File: config.mk
export PLATFORM = sky130hd
export DESIGN_NAME = tuning_word_normalizer
export DESIGN_NICKNAME = d
export VERILOG_FILES = /design/src/rtl/tuning_word_normalizer_pkg.sv /design/src/rtl/tuning_word_normalizer.sv
export SDC_FILE = /design/constraint.sdc
export NUM_CORES = 1
export LEC_CHECK = 0
export BUFFER_PORTS_ARGS = -buffer_cell sky130_fd_sc_hd__buf_2
export CORE_AREA = 2 2 94 96
export DETAILED_ROUTE_END_ITERATION = 16
export DIE_AREA = 0 0 96 98
export PLACE_DENSITY = 0.8
export SLEW_MARGIN = 25
export SYNTH_ARGS = -nofsm -noshare
export SYNTH_HDL_FRONTEND = slang
export SYNTH_SLANG_ARGS = --single-unit
File: constraint.sdc
create_clock -name CLK67MHZ -period 2.45 [get_ports CLK67MHZ]
set_input_delay 0.49 -clock CLK67MHZ [delete_from_list [all_inputs] [get_ports CLK67MHZ]]
set_output_delay 0.49 -clock CLK67MHZ [all_outputs]
set_load 0.02 [all_outputs]
File: src/rtl/tuning_word_normalizer_pkg.sv
// Shared definitions for the tuning-word normaliser: FSM encoding, default
// geometry and the top-bits zero test used by the shift loop.
package tuning_word_normalizer_pkg;

  typedef enum logic {
    IDLE  = 1'b0,
    SHIFT = 1'b1
  } state_t;

  localparam int DEF_W         = 40;
  localparam int DEF_TOP       = 12;
  localparam int DEF_SHW       = 4;
  localparam int DEF_MAX_SHIFT = 12;
  localparam int DEF_BASE_DIV  = 12;

  // Word is zero-extended to 64 bits, so anything above w is already clear.
  function automatic logic top_clear(input logic [63:0] word, input int w, input int top);
    return ((word >> (w - top)) == 64'd0);
  endfunction

endpackage

File: src/rtl/tuning_word_normalizer.sv
// Normalises a tuning word by right-shifting until its TOP MSBs are clear and
// reports the shift count plus the derived clock-divider select.
module tuning_word_normalizer
  import tuning_word_normalizer_pkg::*;
#(
  parameter int W         = DEF_W,
  parameter int TOP       = DEF_TOP,
  parameter int SHW       = DEF_SHW,
  parameter int MAX_SHIFT = DEF_MAX_SHIFT,
  parameter int BASE_DIV  = DEF_BASE_DIV
) (
  input  logic           CLK67MHZ,
  input  logic           resetPort,
  input  logic [W-1:0]   in_word,
  input  logic           in_valid,
  output logic           in_ready,
  output logic [W-1:0]   out_word,
  output logic [SHW-1:0] out_shift,
  output logic [SHW-1:0] out_div,
  output logic           out_sat,
  output logic           out_valid,
  output logic           busy
);

  localparam logic [SHW-1:0] MAX_CNT  = SHW'(MAX_SHIFT);
  localparam logic [SHW-1:0] BASE_SEL = SHW'(BASE_DIV);

  state_t         state;
  logic [W-1:0]   work;
  logic [SHW-1:0] cnt;
  logic           accept;
  logic           clear;

  // Both states accept new work; a new word simply restarts the job.
  assign in_ready = !resetPort && (state == IDLE || state == SHIFT);
  assign busy     = (state == SHIFT);
  assign accept   = in_valid && in_ready;
  assign clear    = top_clear(64'(work), W, TOP);

  always_ff @(posedge CLK67MHZ) begin
    out_valid <= 1'b0;
    if (resetPort) begin
      state     <= IDLE;
      work      <= '0;
      cnt       <= '0;
      out_word  <= '0;
      out_shift <= '0;
      out_div   <= BASE_SEL;
      out_sat   <= 1'b0;
    end else if (accept) begin
      work  <= in_word;
      cnt   <= '0;
      state <= SHIFT;
    end else if (state == SHIFT) begin
      if (clear || cnt == MAX_CNT) begin
        // All result fields move together so downstream never sees a mix.
        out_word  <= work;
        out_shift <= cnt;
        out_div   <= BASE_SEL - cnt;
        out_sat   <= !clear;
        out_valid <= 1'b1;
        state     <= IDLE;
      end else begin
        work <= work >> 1;
        cnt  <= cnt + 1'b1;
      end
    end
  end

endmodule

Word level (Yosys, flattened, before mapping)
Cells that the tools add are included.
{"block": "totals", "register_bits": 95, "input_bits": 43}
{"block": "classes", "add_sub_neg": 2, "n_eq_ne": 2, "muxes": 7, "n_bitwise": 3, "n_reduce_logical": 11}
{"operator": "40-bit two-way mux", "n": 3}
{"operator": "64-bit logical NOT", "n": 1}
{"operator": "4-bit by 1-bit adder with 4-bit output, second input constant", "n": 1}
{"operator": "4-bit equality test, second input constant", "n": 1}
{"operator": "1-bit two-way mux", "n": 4}
{"operator": "2-bit AND reduction", "n": 2}
{"operator": "4-bit subtractor, first input constant", "n": 1}
{"operator": "1-bit inverter", "n": 3}
{"operator": "3-bit AND reduction", "n": 1}
{"operator": "3-bit OR reduction", "n": 1}
{"operator": "1-bit logical NOT", "n": 2}
{"operator": "2-bit != test, second input constant", "n": 1}
{"operator": "2-bit nonzero test", "n": 1}
{"operator": "2-bit OR reduction", "n": 1}
{"operator": "1-bit logical AND", "n": 1}
{"operator": "1-bit logical OR", "n": 1}

Logic depth before layout (Yosys ltp)
Gate-level depths: netlist of run 1.
{"block": "depth", "word_depth": 5, "ltp_mapped": 8, "mapped_depth_nobuf": 6}

Worst setup path before layout of run 1
OpenSTA, ideal clock, no wires.
{"block": "synth_path", "path_kind": "flip-flop to flip-flop", "start": "register cnt[0]", "end": "register out_word[1]", "setup_time_ps": 73, "arrival_time_ps": 1670, "t_required_ps": 2377, "path_slack_ps": 707, "path_stages_with_launch": 9, "path_buffers": 2, "synth_period_minus_slack_ps": 1743, "cell_sequence": "dfxtp_1 > inv_1 > ha_1 > and3_1 > buf_2 > o221ai_2 > clkbuf_1 > o21ai_0 > a21oi_1"}
{"block": "synth_between", "elab_chain_len": 3}
{"element": "start: declaration", "line_no": "tuning_word_normalizer.sv:30", "rtl": "logic [SHW-1:0] cnt;"}
{"element": "start signal: assignment", "line_no": "tuning_word_normalizer.sv:65", "rtl": "cnt <= cnt + 1'b1;"}
{"element": "4-bit equality test", "line_no": "tuning_word_normalizer.sv:55", "rtl": "if (clear || cnt == MAX_CNT) begin"}
{"element": "1-bit logical OR", "line_no": "tuning_word_normalizer.sv:55"}
{"element": "3-bit AND reduction (no source line)"}
{"element": "end signal: assignment", "line_no": "tuning_word_normalizer.sv:57", "rtl": "out_word <= work;"}
{"element": "end: declaration", "line_no": "tuning_word_normalizer.sv:17", "rtl": "output logic [W-1:0] out_word,"}
Every way passes these cells.
A chain may end at the register's enable or synchronous reset.

Worst setup path after layout of run 1
{"block": "layout_path", "start": "register cnt[0]", "end": "register out_word[34]"}
The elaborated chain is that of the path after synthesis.

==> results of run 1 <==
[cell type report]
class                      instances  share of cell area
clock buffer                      10              0.0247
clock inverter                     6              0.0138
inverter                          44              0.0320
multi-input combinational        295               0.410
sequential                        94               0.365
tap                              108              0.0262
timing repair buffer             114               0.129
[cell usage after synthesis (all sizes together), types with 5 or more instances]
cell type  instances
nand3              7
buf               24
nor4               5
o211ai            39
inv               43
dfxtp             94
a21oi             45
clkbuf            36
a221oi            39
a2bb2oi            6
nand2             11
o21ai             82
a31oi             38
[cell families (layout without fill, tap and decap cells)]
kind of cell | Yosys count | in the layout | synth area share
compound gates | 259 | 259 | 0.423
xor+xnor | 2 | 2 | 0.00394
fa+ha+maj | 2 | 2 | 0.00562
buf+inv | 104 | 174 | 0.106
flops | 94 | 94 | 0.423
simple gates | 32 | 32 | 0.0391
[state kept, by name (all words and copies together) (netlist names)]
| signal | flops |
|---|---|
| busy | 1 |
| cnt | 4 |
| out_div | 3 |
| out_sat | 1 |
| out_shift | 4 |
| out_valid | 1 |
| out_word | 40 |
| work | 40 |
[layer usage]
| metal | vias to the layer above | global-route usage |
|---|---|---|
| met5 | - | 0 |
| met4 | 0 | 0.0989 |
| met3 | 20 | 0.0394 |
| met2 | 193 | 0.394 |
| met1 | 2040 | 0.342 |
| li1 | 1988 | - |
[worst max-delay path: stages (launching register included)]
cell and delay, ns:
dfxtp_1 0.36, inv_1 0.10, ha_1 0.23, and3_1 0.55
o221ai_2 0.20, buf_4 0.24, o21ai_0 0.20, a21oi_1 0.10
[how the worst min path moves through the flow]
stage / to / startpoint / cells past startpoint
2_1_floorplan: out_word[0] / work[0] / 1
3_3_place_gp: out_word[0] / out_word[0] / 2
3_5_place_dp: out_shift[3] / out_shift[3] / 2
4_1_cts: work[4] / in_word[4] / 3
5_1_grt: work[0] / in_word[0] / 3
6_report: work[22] / in_word[22] / 3
[power by group through the flow]
stage	logic, mW	registers [mW]	clock network (mW)
floorplan	0.311	1.66	0
global placement	0.420	1.67	0
detailed placement	0.429	1.67	0
CTS	0.433	1.64	1.05
global route	0.473	1.65	1.11
finish	0.434	1.64	1.05
==> summary.md, run 1 <==
| Metric | Value |
|---|---|
| Status | completed |
| Crit end category | register |
| DP Area | 4960 um2 |
| Worst-path clk slew | 0.10 ns |
| FF-to-FF setup slack | 0.32 ns |
| # H-tree levels | 3 |
| Initial Util | 0.526 |
| Post-synth EDFFs | 0 |
| Crit Path Max Fanout | 23 |
| DR WL/cell | 17.1 um |
| Hold_buf cts | 0 |
| Via count | 4241 |
| Post-Place Cells | 655 |
| Most common cell after layout, fill and taps aside | dfxtp_1 |
| Worst skew pair latency | 0.37 ns |
| Final design area excluding fillers | 5160 um2 |
| PortBufs | 94 |
| Pwr per Cell Area | 607 nW/um2 |
| Hold Path Class | input port to register |
| Switching fraction of total power | 0.289 |
| Non-filler cells, final | 671 |
| R2R depth | 7 |
| Register bit count reported by yosys | 94 |
| Power Internal | 2.22 mW |
| Final core occ | 0.609 |
| Total Power | 3.13 mW |
| Die W | 96 um |
| Vias in the first global route | 4013 |
| Final worst-path cycle share | 0.868 |
| Reg2Reg Capture Point | out_word[34] |
| ANT nets after route | 0 |
| Met1 Routed Length | 4910 um |
| Clk sink count | 94 |
| GRT overflow | 0 |
| Clock skew | 0.0109 ns |
| Most frequent cells in the layout | dfxtp_1 (94), buf_2 (92), o21ai_1 (45), a21oi_1 (44), inv_1 (43) |
| Sequential area share after synthesis | 0.423 |
| PnR worst setup slack | 0.323 ns |
| Synthesized area | 4450 um2 |
| Highest routed layer | met4 |
| Origin of the worst setup path | cnt[0] |
| Area contributors post-synth | dfxtp_1 (42%), a221oi_2 (13%), o211ai_1 (6.6%), a31oi_1 (5.3%), a21oi_1 (5.1%) |
| Post-route setup TNS | 0 ns |
| Part of the power in registers | 0.525 |
| Max Slew Vio Count | 0 |
| Number of max-cap violations | 0 |
| Multi-input gate area | 2110 um2 |
| Post-synth top area share | 0.423 |
| Io pins | 95 |
| Critical Path End | out_word[34] |
| Share of layout cells above drive strength 1 | 0.307 |
| ANT cells | 0 |
| Largest net degree at the start of global routing | 54 |
| DR vias/cell | 6.32 |
| Pleak | 2.07 nW |
| DRT iter0 DRCs | 341 |
| Num CTS Buffers | 9 |
| Clock share of power | 0.337 |
| RSZ-0062 raised after global routing | false |
| Number of distinct library cells after synthesis | 35 |
| Synthesized area per cell | 9.03 um2 |
| Routability congestion estimate | 0.815 |
| Met3 Wirelength | 772 um |
| # setup viols final | 0 |
| Yosys warning total | 0 |
| WL met2 | 5530 um |
| Synth Flop Type | dfxtp_1 |
| Arr. time, crit path | 2.36 ns |
| DR DRC count | 0 |
| Critical Path RT | 2.68 ns |
| First-pass iteration count of the detailed router | 5 |
| Switch Pwr | 0.904 mW |
| Post-layout minimum cycle time | 2.13 ns |
| CTS tree | yes |
| Max-slew headroom | 0.552 |
| Synth area leader | dfxtp_1 |
| Area Overhead vs Synth | 15.9% |
| Register area | 1880 um2 |
| First-pass GRT wire length | 19000 um |
| R2r startpoint | cnt[0] |
| Vert. Die Dim | 98 um |
| Clk buf depth | 2 |
| Post-cts sizing count | 0 |
| Core area | 8470 um2 |
| CP startpoint kind | register |
| Async SR Flop Fraction | 0 |
| Post-Synthesis Net Count | 538 |
| Final nets | 603 |
| Rows | 34 |
| Comb pwr share | 0.139 |
| Die ar. | 9410 um2 |
| Initial antenna violation count | 0 |
| # fillers | 749 |
| Final HPWL DP | 7450 um |
| CTS root buffer | clkbuf_8 |
| Syn Inst Count | 493 |
| Setup bufs post-CTS | 0 |
| Fmax | 470 MHz |
| Final hold viol count | 0 |
| Crit Path Category | register to register |
| Pre-CTS WS | 0.358 ns |
| Worst Max-Slew Pin Slew | 0.672 ns |
| Peak supply drop | 0.278 mV |
| Total Routed Length | 11400 um |
| GRT Overall Usage | 0.250 |
| Hold_ws | 0.362 ns |
(Power assumes the default switching activity.)
==> run 2, diff against run 1 <==
- ABC_AREA: not set -> 1
- CORE_AREA: 2 2 94 96 -> 2 2 91 93
- DIE_AREA: 0 0 96 98 -> 0 0 93 95
==> run 2 against run 1 <==
Via count shrank 6.2%. Critical path type unchanged. Sequential share of layout area grew 2.5 points. Critical path depth is the same. Combinational power grew 47%.
==> summary.md, run 2 <==
| Metric | Value |
|---|---|
| Die W | 93 um |
| Vert. Die Dim | 95 um |
| Crit Path Max Fanout | 38 |
| Vias in the first global route | 3691 |
| First-pass GRT wire length | 16500 um |
| Final worst-path cycle share | 0.836 |
| Setup bufs post-CTS | 0 |
| CTS tree | yes |
| Worst-path clk slew | 0.10 ns |
| Initial Util | 0.522 |
| Routability congestion estimate | 0.842 |
| Io pins | 95 |
| Post-layout minimum cycle time | 2.05 ns |
| Number of max-cap violations | 0 |
| Post-synth EDFFs | 0 |
| ANT nets after route | 0 |
| PortBufs | 94 |
| Final hold viol count | 0 |
| Slowest-stage cell, CP | buf_4 |
| CP startpoint kind | register |
| Arr. time, crit path | 2.34 ns |
| ANT cells | 0 |
| CP max stage delay | 0.38 ns |
| Final design area excluding fillers | 4820 um2 |
| Critical Path RT | 2.74 ns |
| Post-route setup TNS | 0 ns |
| Number of distinct library cells after synthesis | 25 |
| Most common cell after layout, fill and taps aside | nand2_1 |
| Crit end category | register |
| # setup viols final | 0 |
| Area Overhead vs Synth | 16.4% |
| Top Registers | out_word (40), work (40) |
| Rows | 33 |
| Synthesized area | 4140 um2 |
| Via count | 3980 |
| Most frequent cells in the layout | nand2_1 (171), nor2_1 (96), dfxtp_1 (94), buf_2 (94), inv_1 (53) |
| DRT iter0 DRCs | 280 |
| Multi-input gate area | 1810 um2 |
| DR WL/cell | 12.6 um |
| Most Crowded Layer GR | met2 |
| Worst skew pair latency | 0.37 ns |
| Post-synth top area share | 0.454 |
| FF-to-FF setup slack | 0.40 ns |
| Final nets | 724 |
| Peak supply drop | 0.358 mV |
| Fmax | 488 MHz |
| Worst Max-Slew Pin Slew | 0.458 ns |
| DR vias/cell | 5.04 |
| Die ar. | 8840 um2 |
| Met3 usage in global routing | 0.0335 |
| Synthesized area per cell | 6.87 um2 |
| Clk sink count | 94 |
| GR Layer Usage met1 | 0.286 |
| RSZ-0062 raised after global routing | false |
| Hold_buf cts | 0 |
| Crit Path Category | register to register |
| Synth Flop Type | dfxtp_1 |
| DP Area | 4620 um2 |
| # H-tree levels | 3 |
| GR Layer Usage met2 | 0.408 |
| DR DRC count | 0 |
| Share of layout cells above drive strength 1 | 0.194 |
| Hold_ws | 0.349 ns |
| Crit path buffers/inverters | 2 |
| Clk buf depth | 2 |
| Largest net degree at the start of global routing | 49 |
| CTS root buffer | clkbuf_8 |
| Hold Path Class | input port to register |
| Crit-path most repeated cell | nand3_2 |
| # fillers | 757 |
| Post-cts sizing count | 0 |
| Most instantiated library cell after synthesis | nand2_1 |
| Synth area leader | dfxtp_1 |
| Async SR Flop Fraction | 0 |
| Top delay family on crit path | simple AND/OR/NAND/NOR gates |
| Register area | 1880 um2 |
| Final HPWL DP | 6800 um |
| GRT overflow | 0 |
| Num CTS Buffers | 9 |
| Max-slew headroom | 0.694 |
| Register bit count reported by yosys | 94 |
| Pleak | 2.52 nW |
| Syn Inst Count | 603 |
| Most frequent cells after synthesis | nand2_1 (171), nor2_1 (97), dfxtp_1 (94) |
| Clock skew | 0.0121 ns |
| Post-Place Cells | 773 |
| Total Power | 3.39 mW |
| Post-Synthesis Net Count | 648 |
| Yosys warning total | 0 |
| Pwr per Cell Area | 704 nW/um2 |
| Non-filler cells, final | 789 |
| Total Routed Length | 9920 um |
| Area contributors post-synth | dfxtp_1 (45%), nand2_1 (15%), nor2_1 (8.8%), nand3_1 (5.7%), inv_1 (4.9%) |
| Max Slew Vio Count | 0 |
| First-pass iteration count of the detailed router | 5 |
| Initial antenna violation count | 0 |
| Crit path cell chain | inv_1 -> ha_1 -> nand3_2 -> nand3_2 -> buf_4 -> nand2_1 -> o21ai_0 |
| Core area | 7930 um2 |
| Status | completed |
| GRT Overall Usage | 0.231 |
| Sequential area share after synthesis | 0.454 |
==> run 2: cell types whose count changed in the layout (fill, tap and decap cells not counted), moves of 14 or more <==
cell	delta
nand4_1	+14
nor2_1	+92
nand3_1	+41
o21ai_1	-24
nand2_1	+160
a31oi_1	-38
a21oi_1	-31
o211ai_1	-39
a221oi_2	-38
==> run 2: cells by family (layout without fill, tap and decap cells) <==
| group | count (synthesis) | in the layout | share of synthesized area |
|---|---|---|---|
| buffers and inverters | 96 | 177 | 0.109 |
| DFF | 94 | 94 | 0.454 |
| AOI/OAI and AO/OA | 71 | 71 | 0.0867 |
| xor gates and xnor gates | 4 | 4 | 0.00846 |
| adders and majority gates | 2 | 2 | 0.00604 |
| and+or+nand+nor | 336 | 336 | 0.335 |
==> run 2: area by class of cell <==
cell class | count | share of cell area
Clock buffer | 10 | 0.0285
Clock inverter | 6 | 0.0143
Inverter | 56 | 0.0436
Multi-Input combinational cell | 413 | 0.376
Sequential cell | 94 | 0.390
Tap cell | 105 | 0.0272
Timing Repair Buffer | 105 | 0.120
==> run 2: stage by stage <==
step / utilization / setup slack [ns]
after CTS: 0.608 / 0.415
after floorplan: - / 0.844
after global placement: 0.582 / 0.564
final: 0.608 / 0.401
after global routing: 0.608 / 0.220
after detailed placement: 0.582 / 0.432
==> run 2: layer usage <==
layer	vias up	wire length, um
li1	2032	-
met1	1794	4250
met2	137	4930
met3	17	579
met4	0	169
met5	-	0
==> run 2: power by group <==
group / internal (mW) / total (mW) / switching (mW)
clock network: 0.507 / 1.07 / 0.559
registers: 1.63 / 1.69 / 0.0597
logic: 0.214 / 0.637 / 0.423
total: 2.35 / 3.39 / 1.04
==> run 2: worst paths after layout <==
kind           startpoint      endpoint  cells after the start
min reg2reg  out_word[34]  out_word[34]                      2
min           in_word[39]      work[39]                      3
max reg2reg        cnt[0]      work[24]                      7
max                cnt[0]      work[24]                      7
==> run 2: worst reg2reg max path, cell delays in order, from the launching register on <==
cell and delay (ns):
dfxtp_1 0.36, inv_1 0.09, ha_1 0.21, nand3_2 0.22, nand3_2 0.15, buf_4 0.38
nand2_1 0.31, o21ai_0 0.25
==> run 3, diff against run 2 <==
- CORE_AREA: 2 2 91 93 -> 2 2 96 98
- DIE_AREA: 0 0 93 95 -> 0 0 98 100
- PLACE_DENSITY: 0.8 -> 0.76
- clock period: 2.45 -> 1.8 ns (I/O delays scaled with it)
==> run 3 against run 2 <==
Via count increased by 1.6%. Critical path depth increased by 1. Sequential power is 36% higher. Power increased by 48%. Combinational power up 46%. Wire length up 4.7%. Worst hold slack lost 0.13 ns. Design area is 3.8% higher. Highest routed layer unchanged.
==> summary.md, run 3 (synthesis results as in run 2) <==
| Metric | Value |
|---|---|
| CTS root buffer | clkbuf_8 |
| Final worst-path cycle share | 0.929 |
| Pleak | 2.62 nW |
| Vert. Die Dim | 100 um |
| Arr. time, crit path | 1.95 ns |
| # H-tree levels | 3 |
| Critical Path RT | 2.08 ns |
| Clk sink count | 94 |
| HP Start | in_word[39] |
| Rows | 35 |
| GRT overflow | 0 |
| ANT nets after route | 0 |
| Final hold viol count | 0 |
| Worst-path clk slew | 0.09 ns |
| Initial antenna violation count | 0 |
| Die ar. | 9800 um2 |
| Final HPWL DP | 7330 um |
| WHS Endpoint | work[39] |
| Max Slew Vio Count | 0 |
| Max-slew headroom | 0.771 |
| DR WL/cell | 12.9 um |
| Largest net degree at the start of global routing | 49 |
| Total Power | 5.01 mW |
| Clock skew | 0.00876 ns |
| R2R depth | 8 |
| Core area | 8890 um2 |
| WHS Path Cells | 3 |
| GRT Overall Usage | 0.214 |
| ANT cells | 0 |
| # fillers | 855 |
| CTS tree | yes |
| Most Crowded Layer GR | met2 |
| Pwr per Cell Area | 1000 nW/um2 |
| R2r startpoint | cnt[0] |
| CP startpoint kind | register |
| Total Routed Length | 10400 um |
| RSZ-0062 raised after global routing | false |
| Vias in the first global route | 3772 |
| Reg2Reg Capture Point | cnt[1] |
| Post-route setup TNS | 0 ns |
| First-pass GRT wire length | 17200 um |
| Worst Max-Slew Pin Slew | 0.343 ns |
| DR DRC count | 0 |
| Top Registers | out_word (40), work (40) |
| Die W | 98 um |
| Num CTS Buffers | 9 |
| GR Layer Usage met2 | 0.361 |
| First-pass iteration count of the detailed router | 5 |
| FF-to-FF setup slack | 0.13 ns |
| GR Layer Usage met1 | 0.268 |
| Most common cell after layout, fill and taps aside | nand2_1 |
| Number of max-cap violations | 0 |
| Via count | 4043 |
| Post-layout minimum cycle time | 1.67 ns |
| Crit Path Max Fanout | 9 |
| Fmax | 598 MHz |
| Initial Util | 0.466 |
| Hold_buf cts | 0 |
| Routability congestion estimate | 0.864 |
| PortBufs | 94 |
| Share of layout cells above drive strength 1 | 0.212 |
| Final nets | 738 |
| Hold_ws | 0.224 ns |
| Crit end category | register |
| Io pins | 95 |
| DR vias/cell | 5.00 |
| Status | completed |
| Register area | 1880 um2 |
| DRT iter0 DRCs | 237 |
| Crit Path Category | register to register |
| Hold Path Class | input port to register |
| Clk buf depth | 2 |
| Area Overhead vs Synth | 20.9% |
| Met3 usage in global routing | 0.0334 |
| Final core occ | 0.563 |
| # setup viols final | 0 |
| Worst skew pair latency | 0.36 ns |
| Peak supply drop | 0.511 mV |
| Multi-input gate area | 1820 um2 |
| Most frequent cells in the layout | nand2_1 (171), nor2_1 (96), buf_2 (94), dfxtp_1 (92), inv_1 (53) |
## run 3: how the worst max path moves through the flow
stage                         endpoint  slack [ns]  cells past startpoint      from
after floorplan               work[12]        0.37                      8    cnt[0]
after global placement    out_word[26]        0.17                      9  work[38]
after detailed placement  out_word[35]        0.07                      8    cnt[0]
after CTS                 out_word[35]        0.04                      8    cnt[0]
after global routing           work[3]        0.01                      8    cnt[0]
final                           cnt[1]        0.13                      8    cnt[0]
## run 3: layout make-up
class,instances,share of cell area
Sequential cell,94,0.376
Timing Repair Buffer,119,0.139
Multi-Input combinational cell,413,0.363
Clock buffer,9,0.0247
Tap cell,111,0.0277
Clock inverter,6,0.0270
Inverter,56,0.0420
## run 3: metrics by stage
stage          instances  instance area, um2  setup slack, ns
6_report             808                5010            0.127
5_1_grt              808                5010           0.0134
4_1_cts              808                5000           0.0419
3_5_place_dp         793                4740           0.0681
3_3_place_gp         793                4740            0.167
2_1_floorplan        603                4140            0.366
## run 3: metal layers
| metal | wire length, um | share of wire |
|---|---|---|
| met4 | 293 | 0.028 |
| met3 | 523 | 0.050 |
| met1 | 4580 | 0.44 |
| met2 | 5000 | 0.48 |
| met5 | 0 | 0 |
## run 3: timing repair
action | 4_1_cts | 5_1_grt
endpoints found under the setup margin | 0 | 52
setup buffers | 0 | 0
gates resized for setup | 0 | 3
## run 3: report_power, final
group | total [mW] | switching, mW | internal, mW
Sequential | 2.30 | 0.0753 | 2.22
Combinational | 0.927 | 0.600 | 0.327
Clock | 1.79 | 0.734 | 1.05
Total | 5.01 | 1.41 | 3.60
## run 3: worst max-delay path: stages, from the launching register on
cell and delay [ns]:
dfxtp_2 0.37, inv_1 0.07, ha_1 0.24, nand3_2 0.14
nand3_2 0.19, buf_4 0.22, inv_1 0.13, nand2_1 0.08
a21oi_1 0.15
